**config.mk**
```make
export PLATFORM = sky130hd
export DESIGN_NAME = if_id_hazard
export DESIGN_NICKNAME = d
export VERILOG_FILES = /design/src/rtl/if_id_hazard.sv
export SDC_FILE = /design/constraint.sdc
export NUM_CORES = 1
export LEC_CHECK = 0
export BUFFER_PORTS_ARGS = -buffer_cell sky130_fd_sc_hd__buf_2
export CORE_MARGIN = 3
export CORE_UTILIZATION = 36
export CTS_CLUSTER_DIAMETER = 30
export DETAILED_ROUTE_END_ITERATION = 10
export HOLD_SLACK_MARGIN = 0.1
export MAX_ROUTING_LAYER = met4
export PLACE_DENSITY_LB_ADDON = 0.2
export SETUP_SLACK_MARGIN = 0.5
export SLEW_MARGIN = 5
export SYNTH_ARGS = -nofsm -noshare
export SYNTH_HDL_FRONTEND = slang
export SYNTH_SLANG_ARGS = --single-unit
```
**constraint.sdc**
```tcl
create_clock -name clk -period 2.3 [get_ports clk]
set_input_delay 0.575 -clock clk [delete_from_list [all_inputs] [get_ports clk]]
set_output_delay 0.575 -clock clk [all_outputs]
set_load 0.05 [all_outputs]
```
**src/rtl/if_id_hazard.sv**
```systemverilog
// rtl/if_id_hazard.sv - IF/ID pipeline register with load-use stall and redirect flush control
module if_id_hazard #(
    parameter int CNT_WIDTH = 16
) (
    input  logic                 clk,
    input  logic                 reset,
    input  logic [31:0]          Instruction_if,
    input  logic [31:0]          NextPC_if,
    input  logic                 Z,
    input  logic                 J,
    input  logic                 JR,
    input  logic                 MemRead_ex,
    input  logic [4:0]           Rt_ex,
    output logic                 PC_IFWrite,
    output logic [31:0]          Instruction_id,
    output logic [31:0]          NextPC_id,
    output logic                 Valid_id,
    output logic                 Bubble_id,
    output logic [CNT_WIDTH-1:0] Stall_count,
    output logic [CNT_WIDTH-1:0] Flush_count
);

    typedef enum logic {RUN, STALL} state_t;

    localparam logic [CNT_WIDTH-1:0] CNT_ONE = {{(CNT_WIDTH-1){1'b0}}, 1'b1};
    localparam logic [CNT_WIDTH-1:0] CNT_MAX = {CNT_WIDTH{1'b1}};

    state_t               state_q;
    logic [31:0]          instr_q, instr_d;
    logic [31:0]          npc_q, npc_d;
    logic                 valid_q, valid_d;
    logic [CNT_WIDTH-1:0] stall_cnt_q, stall_cnt_d;
    logic [CNT_WIDTH-1:0] flush_cnt_q, flush_cnt_d;

    logic redirect;
    logic hazard;
    logic stall;

    assign redirect = Z | J | JR;

    // Only one stall per load: the STALL state masks the hazard on its second cycle.
    assign hazard = (state_q == RUN) && valid_q && MemRead_ex && (Rt_ex != 5'd0) &&
                    ((Rt_ex == instr_q[25:21]) || (Rt_ex == instr_q[20:16]));
    assign stall  = hazard & ~redirect;

    assign PC_IFWrite     = reset | ~stall;
    assign Bubble_id      = reset | stall | ~valid_q;
    assign Instruction_id = instr_q;
    assign NextPC_id      = npc_q;
    assign Valid_id       = valid_q;
    assign Stall_count    = stall_cnt_q;
    assign Flush_count    = flush_cnt_q;

    always_comb begin
        instr_d     = instr_q;
        npc_d       = npc_q;
        valid_d     = valid_q;
        stall_cnt_d = stall_cnt_q;
        flush_cnt_d = flush_cnt_q;
        if (redirect) begin
            instr_d = 32'h0;
            npc_d   = 32'h0;
            valid_d = 1'b0;
        end else if (!stall) begin
            instr_d = Instruction_if;
            npc_d   = NextPC_if;
            valid_d = 1'b1;
        end
        if (stall && (stall_cnt_q != CNT_MAX)) begin
            stall_cnt_d = stall_cnt_q + CNT_ONE;
        end
        if (redirect && (flush_cnt_q != CNT_MAX)) begin
            flush_cnt_d = flush_cnt_q + CNT_ONE;
        end
    end

    always_ff @(posedge clk) begin
        if (reset) begin
            state_q     <= RUN;
            instr_q     <= 32'h0;
            npc_q       <= 32'h0;
            valid_q     <= 1'b0;
            stall_cnt_q <= '0;
            flush_cnt_q <= '0;
        end else begin
            state_q     <= stall ? STALL : RUN;
            instr_q     <= instr_d;
            npc_q       <= npc_d;
            valid_q     <= valid_d;
            stall_cnt_q <= stall_cnt_d;
            flush_cnt_q <= flush_cnt_d;
        end
    end

endmodule

```
# --- Yosys cells after proc, flatten, opt, wreduce, memory -nomap -nowiden ---
# Index checks and enable logic that the tools add are counted.
word_totals:
  regBits: 98
  input_bits: 75
  output_inout_bits: 99
  wordCells: 32
classes:
  add_sub_neg: 2
  eq_ne: 4
  mux: 1
  bitwise_logic: 10
  reduce_logical: 9
ops:
  columns: ["op", "count"]
  rows:
  - ["$add A16 B1 Y16 const B", 2]
  - ["$ne A16 B16 Y1 const B", 2]
  - ["$eq A5 B5 Y1", 2]
  - ["$logic_and A1 B1 Y1", 6]
  - ["$or A1 B1 Y1", 5]
  - ["$reduce_bool A5 Y1", 1]
  - ["$not A1 Y1", 4]
  - ["$reduce_or A2 Y1", 1]
  - ["$and A1 B1 Y1", 1]
  - ["$logic_or A1 B1 Y1", 1]
  - ["$mux W1", 1]

# --- Depth between registers and ports, before layout ---
logic_depth:
  depth_word: 8
  mapped_depth: 9
  mapped_depth_nobuf: 7

# --- Least setup slack after synthesis ---
# No wires, ideal clock.
synth_path:
  path_kind: "input -> output"
  from: "input port J"
  to: "output port Bubble_id"
  arrival_ns: 1.971
  required_time_ns: 1.725
  slack_ns: -0.246
  path_stages: 5
  cell_sequence: "or3_4 > a211oi_4 > nand2_1 > clkbuf_1 > nand3b_1"
synth_via:
  elab_chain_cells: 6
synth_rtl:
  columns: ["item", "line", "source"]
  rows:
  - ["start: declaration", "10", "input logic J,"]
  - ["$or A1 B1 Y1 (2 in a row)", "39", "assign redirect = Z | J | JR;"]
  - ["$not A1 Y1", "44", "assign stall = hazard & ~redirect;"]
  - ["$and A1 B1 Y1", "44", null]
  - ["$or A1 B1 Y1 (2 in a row)", "47", "assign Bubble_id = reset | stall | ~valid_q;"]
  - ["end: declaration", "18", "output logic Bubble_id,"]
# No other way between the ends.

# --- Final worst setup path ---
# Same ends and word-level chain as after synthesis.

==> metrics.txt <==
Post-synth EDFFs 0; Die W 111 um; initial core utilization 0.376; #FFs+latches synth 98; Final #Nets 742; power density over cell area 566 nW/um2; layout cells sized above 1 0.408; via count 3985; headroom to the max-slew limit 0.529; Final setup viols 0; final core utilization 0.522; # hold bufs at CTS 0; Hold Violations, Final 0; hpwl dp 8.22 mm; Most Frequent Cell on Critical Path buf_6; cells after synthesis 490; syn nets 567; worst hold path startpoint Instruction_if[20]; Routed Antenna Nets 0; most used routing layer in global routing met2; Hold Crit Class in -> reg; Final Slew Violations 0; Distinct cells, synth 44; total negative slack 0 ps; min Tclk post-route 2290 ps; max-cap violations 0; placed cell area 5080 um2; first-pass GRT wire length 18.4 mm; RSZ-0062 raised after global routing yes; Slew @ Worst Pin 701 ps; post-placement setup slack -84.6 ps; worst path required time 1730 ps; worst skew pair latency 350 ps; I/O Buffers 173; initial antenna violation count 0; Seq/Total Area, Yosys 0.496; number of global-route vias before repair 3813; Worst EP arrival 1710 ps; Setup Crit Path Kind in -> out; Crit. End Element primary output; crit path max fanout 3; largest net degree at the start of global routing 66; Remaining Overflow, GRT 0; status completed; Clock transition at path regs 90 ps; critical-path cell list buf_6, or3_4, a211oi_4, nand2_2, nand3b_1, buf_6; Post-synth ARST share 0; Core ar. 10500 um2; cell row count 37; Placer Congestion 0.846; CP startpoint J; GR Layer Usage met3 0.0371; clk_skew 11.3 ps; DRT Pass-1 Iters 4; fmax 437 MHz; CTS max path bufs 2; total track usage 0.182; synthesized area per cell 8.07 um2; M2 GR Usage 0.307; CTS tree done; number of I/O pins 174; RR Startpoint Valid_id; clock root cell clkbuf_8; WL final 11.3 mm; H-tree levels 3; met1 Usage GRT 0.223; drc violations 0; total CTS buffers 9; Die ar. 12300 um2; LEAKAGE 2.55 nW; slowest stage delay, CP 390 ps; yosys warns 0; slowest CP cell or3_4; Die Ht 111 um; Ant. Diodes 0; maximum vdd drop 351 uV; number of vias per cell 4.95; CTS Sinks 98; per-cell routed wire length 14.0 um; final setup margin 10.9 ps; Area Overhead vs Synth 38.6%; Primary FF master, synth dfxtp_1; synthesized area 3950 um2; Iter 0 DRT Violations 159; part of the cycle the worst path needs 0.995; Design Area, Final 5480 um2; startpoint types input port
==> path summary, 6_finish.rpt <==
kind,slack [ps],to,depth (start not counted)
max reg2reg,410,Stall_count[13],7
min reg2reg,450,NextPC_id[23],2
min,450,Instruction_id[20],3
max,10,Bubble_id,6
==> cell usage in the layout (no fill, tap or decap), types with 2 or more instances in the layout <==
cell,n
xnor2_1,12
and2_1,2
clkbuf_8,9
a31oi_1,2
or3_1,3
o21ai_0,4
clkbuf_1,2
dfxtp_4,2
inv_1,4
or3_4,3
buf_4,13
o21ai_2,2
nor4_4,2
a21oi_2,5
buf_6,7
xor2_1,11
dfxtp_1,71
dfxtp_2,25
nand4_1,12
and4_1,2
and3_1,6
and2_4,2
o31ai_1,2
a21oi_1,70
clkinvlp_4,2
buf_2,170
nor2b_1,2
nor3_2,2
xnor2_2,3
nor2_2,3
nor3_1,4
nand3_1,15
nand3b_1,3
nand2_1,138
buf_12,2
nor2_1,25
==> routing by layer <==
| layer | wire (um) | part of all wire | vias to the layer above |
|---|---|---|---|
| met5 | 0 | 0 | - |
| met4 | 114 | 0.010 | 0 |
| met3 | 633 | 0.056 | 11 |
| met2 | 5610 | 0.50 | 126 |
| met1 | 4930 | 0.44 | 1861 |
| li1 | - | - | 1987 |
==> worst max-delay path, delay by kind of cell <==
family                 cells  cell delay [ps]
buffers and inverters      2              270
AOI/OAI and AO/OA          1              200
and+or+nand+nor            3              660
==> Yosys cell counts, types with 2 or more instances <==
cell	number	area (um2)
or3_1	5	31.3
nand2b_1	2	12.5
nand3b_1	3	22.5
and4_1	2	17.5
ha_1	2	25.0
nand2_1	139	522
dfxtp_1	98	1960
nand4_1	12	75.1
a21oi_1	75	375
nor2_1	28	105
o21ai_0	6	30.0
buf_2	4	20.0
xor2_1	11	96.3
and2_1	4	25.0
nor2b_1	2	12.5
nand3_1	16	80.1
inv_1	5	18.8
o31ai_1	3	22.5
or4_1	2	15.0
clkbuf_1	22	82.6
nor4_1	2	12.5
and3_1	6	37.5
xnor2_1	15	131
nor3_1	5	25.0
a31oi_1	2	12.5
==> through the flow <==
stage | cells | total power, mW | hold slack, ps
2_1_floorplan | 490 | 1.94 | 573
3_3_place_gp | 785 | 2.05 | 434
3_5_place_dp | 785 | 2.06 | 443
4_1_cts | 800 | 3.15 | 424
5_1_grt | 805 | 3.25 | 430
6_report | 805 | 3.10 | 449
==> area by class of cell <==
cell class              count  area (um2)
clock inverters             4        53.8
flip-flops and latches     98        2000
repair buffers            192        1070
multi-input cells         359        2040
fillers                  1047        5030
clock buffers              11         131
inverters                   5        18.8
well taps                 136         170
==> registers in the layout (all words and copies together), names as in the netlist <==
register,cells
Instruction_id,32
NextPC_id,32
Flush_count,16
Stall_count,16
Valid_id,1
state_q,1
==> power breakdown <==
group	internal, mW	switching, mW	leakage, nW
Sequential	1.72	0.0196	0.806
Combinational	0.101	0.179	1.66
Clock	0.501	0.583	0.0856
==> repair_timing <==
item | in CTS | in global routing
resized for setup | 15 | 27
cloned | 0 | 0
pin swaps | 4 | 13
buffers inserted | 0 | 5
endpoints found under the setup margin | 62 | 91
==> kinds of logic (layout without fill, tap and decap cells) <==
group	Yosys count	after routing	share of synthesized area
XOR/XNOR	26	26	0.0576
multiplexers	3	3	0.00918
flip-flops	98	98	0.496
AO/OA/AOI/OAI	95	95	0.135
AND/OR/NAND/NOR	233	233	0.262
adder cells (fa/ha/maj)	2	2	0.00633
buffers and inverters	33	212	0.0335
(Power assumes the default switching activity.)
